$ cat config.mk
export PLATFORM = sky130hd
export DESIGN_NAME = sixteenbit_divider
export DESIGN_NICKNAME = d
export VERILOG_FILES = /design/src/rtl/div_pkg.sv /design/src/rtl/div_trial_sub.sv /design/src/rtl/sixteenbit_divider.sv
export SDC_FILE = /design/constraint.sdc
export NUM_CORES = 1
export LEC_CHECK = 0
export CAP_MARGIN = 10
export CORE_UTILIZATION = 60
export CTS_BUF_LIST = sky130_fd_sc_hd__clkbuf_4 sky130_fd_sc_hd__clkbuf_8
export DETAILED_ROUTE_END_ITERATION = 6
export PLACE_DENSITY = 0.86
export SLEW_MARGIN = 20
export SYNTH_ARGS = -nofsm -noshare
export SYNTH_HDL_FRONTEND = slang
export SYNTH_SLANG_ARGS = --single-unit
$ cat constraint.sdc
create_clock -name clk -period 5.3 [get_ports clk]
set_input_delay 0.53 -clock clk [delete_from_list [all_inputs] [get_ports clk]]
set_output_delay 0.53 -clock clk [all_outputs]
set_load 0.05 [all_outputs]
$ cat src/rtl/div_pkg.sv
// Shared types and constants for the multi-cycle restoring divider.
package div_pkg;
    localparam int DIV_W = 16;
    localparam int DIV_ITER = 16;
    localparam logic [DIV_W-1:0] DIV_ZERO_Q = 16'hFFFF;

    typedef enum logic [1:0] {
        IDLE,
        RUN,
        FIX
    } div_state_t;

    // Two's complement negate when n is set; 16'h8000 maps to itself.
    function automatic logic [DIV_W-1:0] neg_if(input logic [DIV_W-1:0] v, input logic n);
        return n ? (~v + 1'b1) : v;
    endfunction
endpackage

$ cat src/rtl/div_trial_sub.sv
// One restoring-division step: partial remainder minus zero-extended divisor.
module div_trial_sub
    import div_pkg::*;
(
    input  logic [DIV_W:0]   prem,
    input  logic [DIV_W-1:0] divisor,
    output logic [DIV_W:0]   diff,
    output logic             borrow
);
    assign {borrow, diff} = {1'b0, prem} - {2'b00, divisor};
endmodule

$ cat src/rtl/sixteenbit_divider.sv
// Multi-cycle 16-bit restoring divider (DIV/DIVU): quotient for LO, remainder for HI.
module sixteenbit_divider
    import div_pkg::*;
#(
    parameter bit SIGNED_EN = 1'b1
) (
    input  logic             clk,
    input  logic             rst,
    input  logic             start,
    input  logic             is_signed,
    input  logic [DIV_W-1:0] in_1,
    input  logic [DIV_W-1:0] in_2,
    output logic [DIV_W-1:0] quotient,
    output logic [DIV_W-1:0] remainder,
    output logic             busy,
    output logic             done,
    output logic             div_by_zero
);
    localparam int PW = DIV_W + 1;

    div_state_t       state_reg;
    logic [DIV_W:0]   prem_reg;
    logic [DIV_W-1:0] dividend_reg;
    logic [DIV_W-1:0] divisor_reg;
    logic [3:0]       count_reg;
    logic             q_neg_reg;
    logic             r_neg_reg;
    logic [DIV_W-1:0] quotient_reg;
    logic [DIV_W-1:0] remainder_reg;
    logic             busy_reg;
    logic             done_reg;
    logic             dbz_reg;

    logic             signed_mode;
    logic [DIV_W-1:0] abs_1;
    logic [DIV_W-1:0] abs_2;
    logic [DIV_W:0]   shifted;
    logic [DIV_W:0]   trial;
    logic             borrow;

    assign signed_mode = SIGNED_EN && is_signed;
    assign abs_1 = neg_if(in_1, signed_mode && in_1[DIV_W-1]);
    assign abs_2 = neg_if(in_2, signed_mode && in_2[DIV_W-1]);

    // The restore keeps prem below the divisor, so its top bit drops out of the shift.
    assign shifted = PW'({prem_reg, dividend_reg[DIV_W-1]});

    div_trial_sub u_trial (
        .prem    (shifted),
        .divisor (divisor_reg),
        .diff    (trial),
        .borrow  (borrow)
    );

    always_ff @(posedge clk) begin
        if (rst) begin
            state_reg     <= IDLE;
            prem_reg      <= '0;
            dividend_reg  <= '0;
            divisor_reg   <= '0;
            count_reg     <= '0;
            q_neg_reg     <= 1'b0;
            r_neg_reg     <= 1'b0;
            quotient_reg  <= '0;
            remainder_reg <= '0;
            busy_reg      <= 1'b0;
            done_reg      <= 1'b0;
            dbz_reg       <= 1'b0;
        end else begin
            done_reg <= 1'b0;
            case (state_reg)
                IDLE: begin
                    if (start) begin
                        if (in_2 == '0) begin
                            quotient_reg  <= DIV_ZERO_Q;
                            remainder_reg <= in_1;
                            dbz_reg       <= 1'b1;
                            done_reg      <= 1'b1;
                        end else begin
                            dividend_reg <= abs_1;
                            divisor_reg  <= abs_2;
                            q_neg_reg    <= signed_mode && (in_1[DIV_W-1] ^ in_2[DIV_W-1]);
                            r_neg_reg    <= signed_mode && in_1[DIV_W-1];
                            prem_reg     <= '0;
                            count_reg    <= 4'(DIV_ITER - 1);
                            dbz_reg      <= 1'b0;
                            busy_reg     <= 1'b1;
                            state_reg    <= RUN;
                        end
                    end
                end
                RUN: begin
                    prem_reg     <= borrow ? shifted : trial;
                    dividend_reg <= {dividend_reg[DIV_W-2:0], ~borrow};
                    if (count_reg == 4'd0) begin
                        state_reg <= FIX;
                    end else begin
                        count_reg <= count_reg - 4'd1;
                    end
                end
                FIX: begin
                    quotient_reg  <= neg_if(dividend_reg, q_neg_reg);
                    remainder_reg <= neg_if(prem_reg[DIV_W-1:0], r_neg_reg);
                    done_reg      <= 1'b1;
                    busy_reg      <= 1'b0;
                    state_reg     <= IDLE;
                end
                default: begin
                    state_reg <= IDLE;
                    busy_reg  <= 1'b0;
                end
            endcase
        end
    end

    assign quotient    = quotient_reg;
    assign remainder   = remainder_reg;
    assign busy        = busy_reg;
    assign done        = done_reg;
    assign div_by_zero = dbz_reg;
endmodule

# Word level (Yosys, flattened, before mapping)
# Cells that the tools add are included.
[word_totals]
out_inout_bits = 35
ff_bits = 91
word_cells = 79
input_bits = 36
[op_classes]
muxes = 31
n_bitwise = 8
eq_ne = 7
addsub = 6
n_reduce_logical = 15
[op_table]
columns = ["cell", "n"]
rows = [
  ["16-bit two-way mux", 13],
  ["16-bit case mux with 2 select lines", 4],
  ["16-bit by 1-bit adder with 16-bit output (second input constant)", 4],
  ["16-bit NOT", 4],
  ["17-bit by 16-bit subtractor with 18-bit output", 1],
  ["16-bit logical NOT", 1],
  ["3-bit AND reduction", 5],
  ["4-bit two-way mux", 3],
  ["2-bit inequality test (second input constant)", 5],
  ["4-bit case mux with 2 select lines", 1],
  ["2-bit two-way mux", 3],
  ["4-bit logical NOT", 1],
  ["1-bit two-way mux", 4],
  ["1-bit case mux with 2 select lines", 2],
  ["2-bit case mux with 2 select lines", 1],
  ["4-bit AND reduction", 1],
  ["2-bit nonzero test", 2],
  ["4-bit by 1-bit subtractor with 4-bit output (second input constant)", 1],
  ["1-bit logical AND", 3],
  ["1-bit NOT", 3],
  ["2-bit by 1-bit equality test with 1-bit output (second input constant)", 1],
  ["2-bit equality test (second input constant)", 1],
  ["2-bit logical NOT", 1],
  ["2-bit AND reduction", 1],
  ["1-bit bitwise XOR", 1],
]

# Longest topological paths before layout
# Gate-level depths: netlist of the first run.
[depth]
ltp_word = 6
ltp_mapped = 11
depth_no_buf = 11

# Cells and area by module
# A second synthesis of the first run with hierarchy kept.
[hier_totals]
cells_unflattened = 768
hier_area_um2 = 6251.0
[modules_own_cells]
columns = ["module", "seq_area_each_um2", "instances", "area_each_um2", "cells_per_inst"]
rows = [
  ["sixteenbit_divider", 1821.7, 1, 5248.8, 631],
  ["div_trial_sub", 0.0, 1, 1002.2, 137],
]

# Worst setup path before layout of the first run
# Ideal clock, no wire load.
[synth_timing]
kind = "register to register"
from = "register prem_reg[2]"
to = "register prem_reg[10]"
arrival_ns = 2.097
setup_slack_ns = 3.075
synth_period_minus_slack_ns = 2.225
path_stages_with_launch = 11
t_required_ns = 5.171
setup_time_ns = 0.129
path_buffers = 2
path_cell_list = "dfxtp_1 -> ha_1 -> a21o_1 -> a21oi_1 -> nand2_1 -> a21boi_2 -> o31a_1 -> buf_4 -> buf_4 -> mux2i_1 -> o21ai_0"
[synth_between]
elab_chain_cells = 3
[synth_rtl]
columns = ["item", "line_no", "source"]
rows = [
  ["start, declared", "sixteenbit_divider.sv:22", "logic [DIV_W:0] prem_reg;"],
  ["start signal, assigned", "sixteenbit_divider.sv:93", "prem_reg <= borrow ? shifted : trial;"],
  ["17-bit by 16-bit subtractor with 18-bit output", "div_trial_sub.sv:10", "assign {borrow, diff} = {1'b0, prem} - {2'b00, divisor};"],
  ["16-bit two-way mux", "sixteenbit_divider.sv:93", ""],
  ["16-bit case mux with 2 select lines", "sixteenbit_divider.sv:71", "case (state_reg)"],
]
# Every way passes these cells.
# A chain may end at the register's enable or synchronous reset.

# Worst setup path after layout of the first run
[layout_timing]
from = "register prem_reg[9]"
to = "register prem_reg[0]"
# The elaborated chain is that of the path after synthesis.

==> impl_metrics.env, run 1 <==
export IMPL_outcome="finished with violations"
export IMPL_violations="design-rule violations"
export IMPL_switchingPower_mw=0.652
export IMPL_vias=5402
export IMPL_yosys_warnings=0
export IMPL_peakVddDrop_mv=0.166
export IMPL_post_cts_resized=0
export IMPL_use_met1_pct=42.6
export IMPL_max_freq_mhz=330
export IMPL_reg2reg_to="prem_reg[0]"
export IMPL_drt_wl_total_mm=14.6
export IMPL_worstPathArrival_ns=3.29
export IMPL_syn_avg_cell_area_um2=7.79
export IMPL_finClkSkew_ns=0.0143
export IMPL_worstMarginPinSlew_ns=1.12
export IMPL_nets=819
export IMPL_grt_overflow_total=0
export IMPL_cp_max_fo=16
export IMPL_cts_root_buf="clkbuf_8"
export IMPL_diodes=0
export IMPL_ys_seq_area_share_pct=32.7
export IMPL_dp_hpwl_mm=11.0
export IMPL_r2r_slack_ns=2.27
export IMPL_clock_sinks=91
export IMPL_core_mm2=0.00885
export IMPL_grt_pass1_vias=4949
export IMPL_ys_types=61
export IMPL_synth_flop_cell="dfxtp_1"
export IMPL_cts_tree="done"
export IMPL_min_period_ns=3.03
export IMPL_switching_share_pct=36.6
export IMPL_clockPowerShare_pct=25.4
export IMPL_syn_cell_area_mm2=0.00557
export IMPL_critPathCaptureType="register"
export IMPL_cp_start_kind="register"
export IMPL_finalHoldViolCount=0
export IMPL_top_usage_layer="met2"
export IMPL_ff2ff_path_depth=8
export IMPL_die_area_mm2=0.00967
export IMPL_met3_usage_pct=3.87
export IMPL_drive_gt1_share_pct=3.66
export IMPL_die_w_um=98.3
export IMPL_firstDrtPassIters=7
export IMPL_min_path_type="reg2reg"
export IMPL_fin_crit_sh_pct=57.2
export IMPL_chipHeight_um=98.3
export IMPL_path_clk_slew_ns=0.10
export IMPL_post_cts_setup_buffers=0
export IMPL_met2_usage_pct=51.1
export IMPL_wl_per_cell_um=16.7
export IMPL_antenna_found_initial=0
export IMPL_min_from="divisor_reg[15]"
export IMPL_htreeDepth=3
export IMPL_critical_path_class="reg2reg"
export IMPL_grt_start_max_net_pins=76
export IMPL_synth_async_reset_ratio_pct=0
export IMPL_power_total_mw=1.78
export IMPL_cts_buffers=9
export IMPL_power_frac_seq_pct=43.9
export IMPL_drv_cap=0
export IMPL_setup_viol=0
export IMPL_gp_congestion=0.897
export IMPL_synth_fp_nets=773
export IMPL_p_per_area_mw_per_mm2=277
export IMPL_detail_route_antenna_nets=0
export IMPL_numPortBuffers=70
export IMPL_groute_usage_overall_pct=31.1
export IMPL_remaining_drc_errors=9
export IMPL_min_path_cells=2
export IMPL_grt_pass1_wl_mm=24.2
export IMPL_io_pin_count=71
export IMPL_clock_latency_ns=0.37
export IMPL_slew_headroom_pct=25.5
export IMPL_min_to="divisor_reg[15]"
export IMPL_rows=34
export IMPL_intPower_mw=1.13
export IMPL_clockBufferDepth=2
export IMPL_start_util_pct=62.9
export IMPL_crit_required_ns=5.56
export IMPL_synth_cells=715
export IMPL_area_growth_pct=15.5
export IMPL_power_leakage_nw=2.46
export IMPL_drtIter0Drc=437
export IMPL_rr_startpoint="prem_reg[9]"
export IMPL_tns_ns=0
export IMPL_p_comb_share_pct=30.7
export IMPL_synth_seq_cells=91
export IMPL_maxSlewViolCount=0
export IMPL_rsz0062_at_grt="false"
export IMPL_via_per_inst=6.18
export IMPL_postCtsHoldBufs=0
export IMPL_n_fill_cell=725
export IMPL_synth_edf_count=0
==> stage by stage <==
stage | utilization [%] | worst slack, ns | instance area (µm²) | hold WS [ns] | cells
4_1_cts | 72.7 | 2.27 | 6430 | 0.464 | 874
2_1_floorplan | - | 3.07 | 5570 | 0.432 | 715
6_report | 72.7 | 2.27 | 6430 | 0.468 | 874
5_1_grt | 72.7 | 2.08 | 6430 | 0.490 | 874
3_5_place_dp | 70.7 | 2.00 | 6250 | 0.454 | 858
3_3_place_gp | 70.7 | 2.21 | 6250 | 0.447 | 858
==> area by class of cell <==
| type | instances | area [µm²] | share of cell area (%) |
|---|---|---|---|
| Clock buffer | 10 | 131 | 2.04 |
| Inverter | 37 | 139 | 2.16 |
| Tap cell | 108 | 135 | 2.10 |
| Clock inverter | 6 | 48.8 | 0.758 |
| Sequential cell | 91 | 1820 | 28.3 |
| Timing Repair Buffer | 73 | 718 | 11.2 |
| Multi-Input combinational cell | 549 | 3440 | 53.5 |
==> critical path, stage by stage, from the launching register on <==
cell and delay (ns):
dfxtp_1 0.52, ha_1 0.36, a21o_1 0.20, a21oi_1 0.27
o21a_1 0.24, a21o_1 0.17, o31a_1 0.72, mux2i_1 0.21
a22o_1 0.22
==> per-layer routing <==
layer | share of wire, % | up-vias
met3 | 6.5 | 19
met1 | 47 | 2539
met5 | 0 | -
met4 | 1.7 | 0
li1 | - | 2643
met2 | 45 | 201
==> cell families (layout without fill, tap and decap cells) <==
family	after synthesis	in the layout	synth area share (%)
buffers and inverters	75	126	5.55
muxes	10	10	1.80
DFF	91	91	32.7
adders and majority gates	22	22	5.08
xor gates and xnor gates	66	66	10.4
and+or+nand+nor	264	264	21.7
AOI/OAI and AO/OA	187	187	22.8
==> how the worst max path moves through the flow <==
stage                           start           end  slack [ns]
after floorplan           prem_reg[2]  prem_reg[10]        3.07
after global placement        in_2[2]  quotient[12]        2.21
after detailed placement      in_2[2]  quotient[13]        2.00
after CTS                 prem_reg[9]   prem_reg[0]        2.27
after global routing      prem_reg[2]   prem_reg[2]        2.08
final                     prem_reg[9]   prem_reg[0]        2.27
==> synthesized netlist by cell type, types with 20 or more instances <==
library cell,n,share of area (%)
nand3_1,20,1.8
xor2_1,33,5.2
o21ai_0,35,3.1
ha_1,21,4.7
nand2_1,101,6.8
a21oi_1,36,3.2
inv_1,37,2.5
xnor2_1,33,5.2
nor2_1,75,5.1
nor3_1,23,2.1
a211oi_1,21,2.8
clkbuf_1,28,1.9
dfxtp_1,91,33
==> power by group through the flow <==
stage / Sequential (mW) / Clock (mW) / Combinational (mW)
after global placement: 0.793 / 0 / 0.522
after detailed placement: 0.796 / 0 / 0.536
after floorplan: 0.817 / 0 / 0.364
after global routing: 0.788 / 0.483 / 0.597
final: 0.781 / 0.453 / 0.546
after CTS: 0.780 / 0.453 / 0.539
==> cell usage in the layout (no fill, tap or decap), drive strengths merged, types with 4 or more instances in the layout <==
| cell type | synthesis | routed |
|---|---|---|
| nand2 | 101 | 101 |
| dfxtp | 91 | 91 |
| nor2 | 76 | 76 |
| clkdlybuf4s50 | 0 | 69 |
| inv | 37 | 39 |
| a21oi | 36 | 36 |
| o21ai | 35 | 35 |
| xnor2 | 33 | 33 |
| xor2 | 33 | 33 |
| nor3 | 24 | 24 |
| a211oi | 21 | 21 |
| ha | 21 | 21 |
| nand3 | 21 | 21 |
| a311oi | 17 | 17 |
| a221oi | 14 | 14 |
| a31oi | 12 | 12 |
| o31ai | 12 | 12 |
| mux2i | 10 | 10 |
| clkbuf | 28 | 10 |
| o211ai | 9 | 9 |
| nand2b | 8 | 8 |
| nor4 | 8 | 8 |
| nor2b | 6 | 6 |
| a21o | 5 | 5 |
| or3 | 4 | 4 |
| buf | 10 | 4 |
(Power assumes the default switching activity.)
==> run 2, diff against run 1 <==
Settings changed: CORE_UTILIZATION 60 to 52, PLACE_DENSITY 0.86 to 0.79.
Clock period 5.3 ns to 2.51 ns, I/O delays scaled along.
==> run 2 against run 1 <==
The flow now finishes without violations. Flip-flop and latch count is the same. Critical path depth grew 2. Final area up 6.1%. Hold slack worse by 0.35 ns. Critical endpoint is now prem_reg[14]. Largest power group unchanged.
==> impl_metrics.env, run 2 (synthesized netlist as in run 1, its figures left out) <==
export IMPL_outcome="completed"
export IMPL_gp_congestion=0.936
export IMPL_power_frac_seq_pct=42.0
export IMPL_crit_chain="inv_1, ha_1, inv_1, fa_1, a211oi_1, o21bai_1, a21boi_0, o211ai_1, xnor2_1, o21ai_0"
export IMPL_die_area_mm2=0.0111
export IMPL_power_total_mw=3.91
export IMPL_critPathCaptureType="register"
export IMPL_rsz0062_at_grt="false"
export IMPL_area_growth_pct=22.6
export IMPL_drtIter0Drc=341
export IMPL_max_stage_delay_ns=0.41
export IMPL_reg2reg_to="prem_reg[14]"
export IMPL_n_fill_cell=905
export IMPL_min_to="dividend_reg[5]"
export IMPL_tns_ns=0
export IMPL_crit_family="compound AO/OA/AOI/OAI gates"
export IMPL_cts_tree="done"
export IMPL_io_pin_count=71
export IMPL_min_period_ns=2.37
export IMPL_switching_share_pct=34.6
export IMPL_worstPathArrival_ns=2.62
export IMPL_cpMostUsedCell="inv_1"
export IMPL_p_comb_share_pct=31.7
export IMPL_max_freq_mhz=422
export IMPL_drive_gt1_share_pct=8.70
export IMPL_final_cell_mix="101 x nand2_1, 91 x dfxtp_1, 75 x nor2_1"
export IMPL_switchingPower_mw=1.35
export IMPL_rr_startpoint="dividend_reg[15]"
export IMPL_maxSlewViolCount=0
export IMPL_cp_max_fo=3
export IMPL_top_usage_layer="met2"
export IMPL_core_mm2=0.0104
export IMPL_remaining_drc_errors=0
export IMPL_p_per_area_mw_per_mm2=573
export IMPL_groute_usage_overall_pct=26.9
export IMPL_htreeDepth=3
export IMPL_r2r_slack_ns=0.14
export IMPL_fin_crit_sh_pct=94.4
export IMPL_clockBufferDepth=2
export IMPL_diodes=0
export IMPL_clock_sinks=91
export IMPL_hold_ws_ns=0.120
export IMPL_min_path_type="in2reg"
export IMPL_clock_latency_ns=0.36
export IMPL_cts_buffers=9
export IMPL_grt_pass1_wl_mm=24.2
export IMPL_firstDrtPassIters=7
export IMPL_path_buf_inv=2
export IMPL_dp_hpwl_mm=11.3
export IMPL_min_path_cells=2
export IMPL_peakVddDrop_mv=0.305
export IMPL_finalHoldViolCount=0
export IMPL_critical_path_class="reg2reg"
export IMPL_grt_start_max_net_pins=71
export IMPL_setup_viol=0
export IMPL_clockPowerShare_pct=26.3
export IMPL_cp_start_kind="register"
export IMPL_start_util_pct=53.7
export IMPL_antenna_found_initial=0
export IMPL_rows=37
export IMPL_chipHeight_um=105
export IMPL_finClkSkew_ns=0.00934
export IMPL_numPortBuffers=70
export IMPL_power_leakage_nw=2.68
export IMPL_path_clk_slew_ns=0.10
export IMPL_worstMarginPinSlew_ns=0.729
export IMPL_nets=859
export IMPL_crit_required_ns=2.76
export IMPL_met3_usage_pct=3.46
export IMPL_place_ws_ns=0.0246
export IMPL_die_w_um=105
export IMPL_drv_cap=0
export IMPL_met2_usage_pct=43.5
export IMPL_fin_ws_ns=0.142
export IMPL_ff2ff_path_depth=10
export IMPL_wl_per_cell_um=15.7
export IMPL_final_common_cell="nand2_1"
export IMPL_drt_wl_total_mm=14.8
export IMPL_min_from="rst"
export IMPL_cts_root_buf="clkbuf_8"
export IMPL_use_met1_pct=36.9
export IMPL_multi_input_area_mm2=0.00345
export IMPL_regArea_mm2=0.00182
export IMPL_slew_headroom_pct=51.4
export IMPL_vias=5587
export IMPL_grt_overflow_total=0
export IMPL_detail_route_antenna_nets=0
export IMPL_grt_pass1_vias=5045
export IMPL_intPower_mw=2.56
export IMPL_critPathSlowestCell="fa_1"
export IMPL_via_per_inst=5.94
run 2: cell count changes in the layout (fill, tap and decap cells not counted), sizes merged:
cell | before | now
clkinv | 2 | 3
bufinv | 0 | 1
buf | 4 | 44
clkinvlp | 2 | 1
inv | 39 | 37
run 2: worst register-to-register path, cell delays in order, from the launching register on:
cell	delay, ns
dfxtp_1	0.34
inv_1	0.09
ha_1	0.18
inv_1	0.07
fa_1	0.42
a211oi_1	0.27
o21bai_1	0.13
a21boi_0	0.31
o211ai_1	0.18
xnor2_1	0.19
o21ai_0	0.10
run 2: through the flow:
step / utilization (%) / area [µm²] / std cells
finish: 65.9 / 6830 / 941
global route: 65.9 / 6830 / 941
CTS: 65.7 / 6820 / 941
detailed placement: 63.8 / 6620 / 926
global placement: 63.8 / 6620 / 926
floorplan: - / 5570 / 715
run 2: power groups by stage:
stage | Clock, mW | Sequential [mW] | Combinational (mW)
finish | 1.03 | 1.64 | 1.24
global route | 1.11 | 1.66 | 1.35
CTS | 1.03 | 1.64 | 1.22
detailed placement | 0 | 1.67 | 1.21
global placement | 0 | 1.67 | 1.18
floorplan | 0 | 1.73 | 0.769
run 2: area by class of cell:
type	instances	area share [%]
multi-input cells	549	50.6
flip-flops and latches	91	26.7
clock inverters	5	0.934
repair buffers	113	15.3
inverters	37	2.03
well taps	136	2.49
clock buffers	10	2.02
run 2: worst max path at each step:
stage	startpoint	slack, ns	endpoint	cells past startpoint
5_1_grt	dividend_reg[15]	0.009	prem_reg[10]	11
4_1_cts	divisor_reg[10]	0.10	prem_reg[2]	10
3_5_place_dp	in_2[6]	0.02	remainder[12]	8
6_report	dividend_reg[15]	0.14	prem_reg[14]	10
2_1_floorplan	prem_reg[2]	0.28	prem_reg[10]	10
3_3_place_gp	in_1[4]	0.12	dividend_reg[12]	7
run 2: per-layer routing:
metal  routed length (µm)  part of all wire [%]
met1                 6670                    45
met2                 6750                    46
met3                 1020                   6.9
met4                  355                   2.4
met5                    0                     0
run 2: repair_timing:
| action | 4_1_cts | 5_1_grt |
|---|---|---|
| endpoints found under the hold margin | 0 | 0 |
| setup endpoints to repair | 0 | 3 |
| gates resized for setup | 0 | 3 |
| buffers inserted | 0 | 0 |
| hold buffers | 0 | 0 |
==> RTL change 1 (flow settings as in run 2) <==
`DIV_W`: 16 -> 32.
--- a/src/rtl/div_pkg.sv
+++ b/src/rtl/div_pkg.sv
@@ -2,3 +2,3 @@
 package div_pkg;
-    localparam int DIV_W = 16;
+    localparam int DIV_W = 32;
     localparam int DIV_ITER = 16;
Ports: changed (resized in_1, in_2, quotient and remainder); port bits go from 71 to 135. The function was not compared with the original's and may differ.
==> RTL change 1 against run 2 <==
The run now ends with setup timing left; design area rose by 130%; clock power rose by 100%; synthesized area rose by 93%; synthesized cell count rose by 88%; total power rose by 92%; sequential cell count rose by 80; setup slack got worse by 740 ps; critical path depth fell by 1; highest routed layer unchanged; largest cell class unchanged; routed wire length rose by 130%.
==> RTL change 1: results (changes against run 2) <==
Status - complete, but fails checks
Failing checks - setup timing
Crit Path Max Fanout - 5 (+2)
Final TNS setup - -16550 ps (-16550 ps)
Met1 GRT Util - 0.3601 (-0.008447)
CTS H-tree lvls - 4 (+1)
Crit path max-delay family - simple AND/OR/NAND/NOR gates
Total Wirelength - 34080 um (+130%)
Inst Count DP - 1901 (+110%)
Final setup skew - 13.93 ps (+4.586 ps)
Worst hold margin - 154.6 ps (+34.10 ps)
Synth area leaders - dfxtp_1, xnor2_1, mux2i_1
Number of gates resized after cts - 79 (+79)
Metal3 WL - 2338 um (+130%)
Post-synthesis cell type count - 63 (+3.3%)
Initial antenna violation count - 1 (+1)
Vias per cell - 5.872 (-1.1%)
Cells after synthesis - 1342 (+88%)
CP max-delay cell - or4_4
Setup slack at placement - -718.1 ps (-742.7 ps)
Leak pwr - 6.129 nW (+130%)
Number of buffers added for setup after CTS - 15 (+15)
Share of the yosys chip area belonging to registers - 0.3185 (-0.008571)
Setup WS post-layout - -600.7 ps (-742.4 ps)
Initial DRC count - 880 (+160%)
Tot GR Track Use - 0.3070 (+0.03813)
Largest net degree at the start of global routing - 104 (+46%)
Pre-antenna DRT Iters - 6 (-1)
Met2 routed WL - 16920 um (+150%)
Setup-failing EPs final - 61 (+61)
Post-synth top cells - dfxtp_1, nor2_1, nand2_1, xnor2_1, a21oi_1
Layout cells sized above 1 - 0.2547 (+0.1678)
Clk_lat worst skew - 490 ps (+130 ps)
RTL change 1: changes by cell type in the layout (fill, tap and decap cells not counted), sizes merged, moves of 17 or more:
cell,change
a211oi,+56
a21oi,+55
buf,+221
clkdlybuf4s50,+54
dfxtp,+80
inv,+20
mux2i,+52
nand2,+36
nor2,+64
o21ai,+44
o31ai,+21
xnor2,+62
xor2,+17
RTL change 1: power breakdown:
part	internal [mW]	leakage (nW)	total [mW]	switching, mW
sequential	2.89	1.40	3.03	0.142
clock	0.956	0.195	2.06	1.11
combinational	1.10	4.53	2.41	1.31
RTL change 1: layout make-up:
class	instances	area [um2]
Antenna cell	1	2.502
Clock buffer	20	269.0
Clock inverter	12	138.9
Fill cell	1283	4581
Inverter	55	209.0
Multi-Input combinational cell	1039	7647
Sequential cell	171	3437
Tap cell	270	337.8
Timing Repair Buffer	399	3612
RTL change 1: final timing paths:
path,startpoint,endpoint,cells past startpoint
setup / recovery,prem_reg[10]$_SDFFE_PP0P_,remainder[29]$_SDFFE_PP0P_,9
hold / removal,rst,quotient[18]$_SDFFE_PP0P_,2
setup reg to reg,prem_reg[10]$_SDFFE_PP0P_,remainder[29]$_SDFFE_PP0P_,9
hold reg to reg,q_neg_reg$_SDFFE_PP0P_,q_neg_reg$_SDFFE_PP0P_,2
RTL change 1: cell families after synthesis:
logic type                 synth area share
muxes                               0.05775
and+or+nand+nor                      0.1796
xor gates and xnor gates             0.1182
AOI/OAI and AO/OA                    0.2320
adders and majority gates           0.04494
buffers and inverters               0.04890
DFF                                  0.3185
RTL change 1: worst register-to-register path, delay by kind of cell, from the launching register on:
family / cells / cell delay [ps]
xor gates and xnor gates: 1 / 160
AOI/OAI and AO/OA: 2 / 400
and+or+nand+nor: 6 / 2140
DFF: 1 / 330
==> RTL change 2 (flow settings as in run 2) <==
Without the edit above. Add an input register stage for `start`, `is_signed`, `in_1` and `in_2`, cleared by the reset; this delays them by one clock.
--- a/src/rtl/sixteenbit_divider.sv
+++ b/src/rtl/sixteenbit_divider.sv
@@ -19,2 +19,21 @@
     localparam int PW = DIV_W + 1;
+
+    logic start_q;
+    logic is_signed_q;
+    logic [DIV_W-1:0] in_1_q;
+    logic [DIV_W-1:0] in_2_q;
+
+    always_ff @(posedge clk) begin
+        if (rst) begin
+            start_q     <= '0;
+            is_signed_q <= '0;
+            in_1_q      <= '0;
+            in_2_q      <= '0;
+        end else begin
+            start_q     <= start;
+            is_signed_q <= is_signed;
+            in_1_q      <= in_1;
+            in_2_q      <= in_2;
+        end
+    end
 
@@ -40,5 +59,5 @@
 
-    assign signed_mode = SIGNED_EN && is_signed;
-    assign abs_1 = neg_if(in_1, signed_mode && in_1[DIV_W-1]);
-    assign abs_2 = neg_if(in_2, signed_mode && in_2[DIV_W-1]);
+    assign signed_mode = SIGNED_EN && is_signed_q;
+    assign abs_1 = neg_if(in_1_q, signed_mode && in_1_q[DIV_W-1]);
+    assign abs_2 = neg_if(in_2_q, signed_mode && in_2_q[DIV_W-1]);
 
@@ -72,6 +91,6 @@
                 IDLE: begin
-                    if (start) begin
-                        if (in_2 == '0) begin
+                    if (start_q) begin
+                        if (in_2_q == '0) begin
                             quotient_reg  <= DIV_ZERO_Q;
-                            remainder_reg <= in_1;
+                            remainder_reg <= in_1_q;
                             dbz_reg       <= 1'b1;
@@ -81,4 +100,4 @@
                             divisor_reg  <= abs_2;
-                            q_neg_reg    <= signed_mode && (in_1[DIV_W-1] ^ in_2[DIV_W-1]);
-                            r_neg_reg    <= signed_mode && in_1[DIV_W-1];
+                            q_neg_reg    <= signed_mode && (in_1_q[DIV_W-1] ^ in_2_q[DIV_W-1]);
+                            r_neg_reg    <= signed_mode && in_1_q[DIV_W-1];
                             prem_reg     <= '0;
Formal check against the unedited RTL: not equivalent (a bounded check fails within 4 cycles, from zero or initial values and one cycle with rst high).
==> RTL change 2 against run 2 <==
Design area is 18% higher; first-iteration DRC count is 62% higher; maximum frequency is 2.1% lower; synthesized area is 17% higher; total power is 36% higher; sequential cell count is 34 higher; routed wire length is 15% higher; synthesized cell count is 10% higher; sequential share of layout area is 4.5 points higher; cell count is 12% higher; setup slack worse by 52 ps; critical endpoint is now prem_reg[11]$_SDFFE_PP0P_.
==> RTL change 2: results (changes against run 2) <==
Status - complete, no violations
Clk root buf - clkbuf_8
Max_slew headroom - 0.4658 (-0.04843)
Share of the synthesized area in the top cell type - 0.3843 (+0.05720)
CTS clock-pin slew for the worst setup and hold paths - 80 ps (-20 ps)
CTS H-tree lvls - 4 (+1)
Most common cell in the netlist - dfxtp_1
Layout cells sized above 1 - 0.1027 (+0.01575)
Initial DRC count - 552 (+62%)
Share of the yosys chip area belonging to registers - 0.3843 (+0.05720)
Vias in the first global route - 5590 (+11%)
Global route total overflow - 0 (unchanged)
Fillers - 1003 (+11%)
IR drop worst, VDD - 0.0004629 V (+52%)
Synth Warn # - 0 (unchanged)
Post-synth top cells - dfxtp_1, nor2_1, nand2_1, o21ai_0, nor2b_1
Mux contribution to synthesized area - 0.02479 (+0.006815)
Nets - 931 (+8.4%)
I/O Buffers - 70 (unchanged)
Syn Area/Cell - 8.263 um2 (+6.1%)
Placer congestion estimate - 0.9441 (+0.85%)
Fraction of registers with async set/reset - 0 (unchanged)
Xor/xnor share of the synthesized area - 0.09281 (-0.01098)
Compound-cell area share of the yosys netlist - 0.1968 (-0.03127)
Initial antenna violation count - 0 (unchanged)
Clk_lat worst skew - 450 ps (+90 ps)
Worst EP arrival - 2720 ps (+100 ps)
Pre-antenna DRT Iters - 6 (-1)
Non-filler cells in the finished layout - 1054 (+12%)
CTS buffer count - 17 (+8)
NetSw - 1.724 mW (+27%)
Vias per cell - 5.738 (-3.4%)
Tot GR Track Use - 0.2691 (about the same)
Total Wirelength - 17030 um (+15%)
First-pass GRT wire length - 27090 um (+12%)
Crit Path Max Fanout - 11 (+8)
Inst Count DP - 1020 (+10%)
Synth area leaders - dfxtp_1, nor2_1, nand2_1
Post-synthesis cell type count - 57 (-6.6%)
Net Count, Synth - 846 (+9.4%)
Adder-Cell Fraction of Synth Area - 0.04343 (-0.007347)
HPWL Detailed - 12620 um (+12%)
Largest net degree at the start of global routing - 51 (-28%)
Leak pwr - 3.168 nW (+18%)
Final setup skew - 8.920 ps (-0.4241 ps)
Setup slack at placement - 25.32 ps (+0.7092 ps)
## RTL change 2: cell count changes in the layout (fill, tap and decap cells not counted), moves of 7 or more
cell,run 2,this run
nand2_1,101,89
dfxtp_1,91,124
a211oi_1,21,28
a221oi_1,14,6
a31oi_1,12,3
o21ai_0,35,43
nand3_1,20,8
nor2_1,75,95
clkbuf_8,10,17
nor2b_1,5,39
## RTL change 2: layout make-up
cell class                      count  area share
Multi-Input combinational cell    587      0.4681
Sequential cell                   125      0.3118
Timing Repair Buffer              110      0.1295
Clock buffer                       17     0.02914
Tap cell                          168     0.02618
Clock inverter                     15     0.02026
Inverter                           32     0.01496
## RTL change 2: kinds of logic after synthesis
family / count (synthesis)
adder cells (fa/ha/maj): 22
flip-flops: 125
multiplexers: 16
AND/OR/NAND/NOR: 293
buffers and inverters: 76
XOR/XNOR: 69
AO/OA/AOI/OAI: 187
## RTL change 2: worst paths after layout
| check | startpoint | endpoint | slack (ps) | cells after the start |
|---|---|---|---|---|
| worst max register to register | prem_reg[0]$_SDFFE_PP0P_ | prem_reg[11]$_SDFFE_PP0P_ | 90 | 9 |
| worst min register to register | divisor_reg[0]$_SDFFE_PP0P_ | divisor_reg[0]$_SDFFE_PP0P_ | 470 | 2 |
| worst min-delay path | rst | divisor_reg[7]$_SDFFE_PP0P_ | 150 | 2 |
| worst max-delay path | prem_reg[0]$_SDFFE_PP0P_ | prem_reg[11]$_SDFFE_PP0P_ | 90 | 9 |
## RTL change 2: power by group through the flow
stage | Clock, mW | Sequential [mW] | Combinational, mW
global route | 1.87 | 2.25 | 1.42
floorplan | 0 | 2.32 | 0.832
CTS | 1.78 | 2.23 | 1.27
detailed placement | 0 | 2.27 | 1.26
global placement | 0 | 2.26 | 1.23
finish | 1.77 | 2.23 | 1.31
## RTL change 2: repair_timing
item                       CTS  global route
hold buffers                 0             0
setup endpoints to repair    0            46
buffers inserted             0             2
gates resized for setup      0            11
## RTL change 2: metrics by stage
stage          area, um2  hold WS, ps  power, mW  TNS [ps]  utilization
2_1_floorplan       6511        379.2      3.148         0            -
6_report            8029        152.4      5.308         0       0.6629
3_3_place_gp        7553        442.4      3.495         0       0.6237
3_5_place_dp        7553        458.0      3.529         0       0.6237
5_1_grt             8029        139.1      5.545    -139.8       0.6629
4_1_cts             7950        127.7      5.275         0       0.6564
## RTL change 2: routing by layer
layer,share of wire,vias up,track usage,routed length [um]
met5,0,-,0,0
met4,0.023,0,0.1091,384
met3,0.075,33,0.06429,1281
met2,0.46,268,0.4297,7905
met1,0.44,2800,0.3506,7456
li1,-,2947,-,-
## RTL change 2: worst max-delay path, cell delays in order (launching register included)
cell and delay, ps:
dfxtp_1 400, ha_1 250, nor2b_1 140, o211ai_1 210, a311o_1 270, a31oi_2 130
a311oi_2 330, buf_4 250, mux2i_1 180, o21ai_0 110
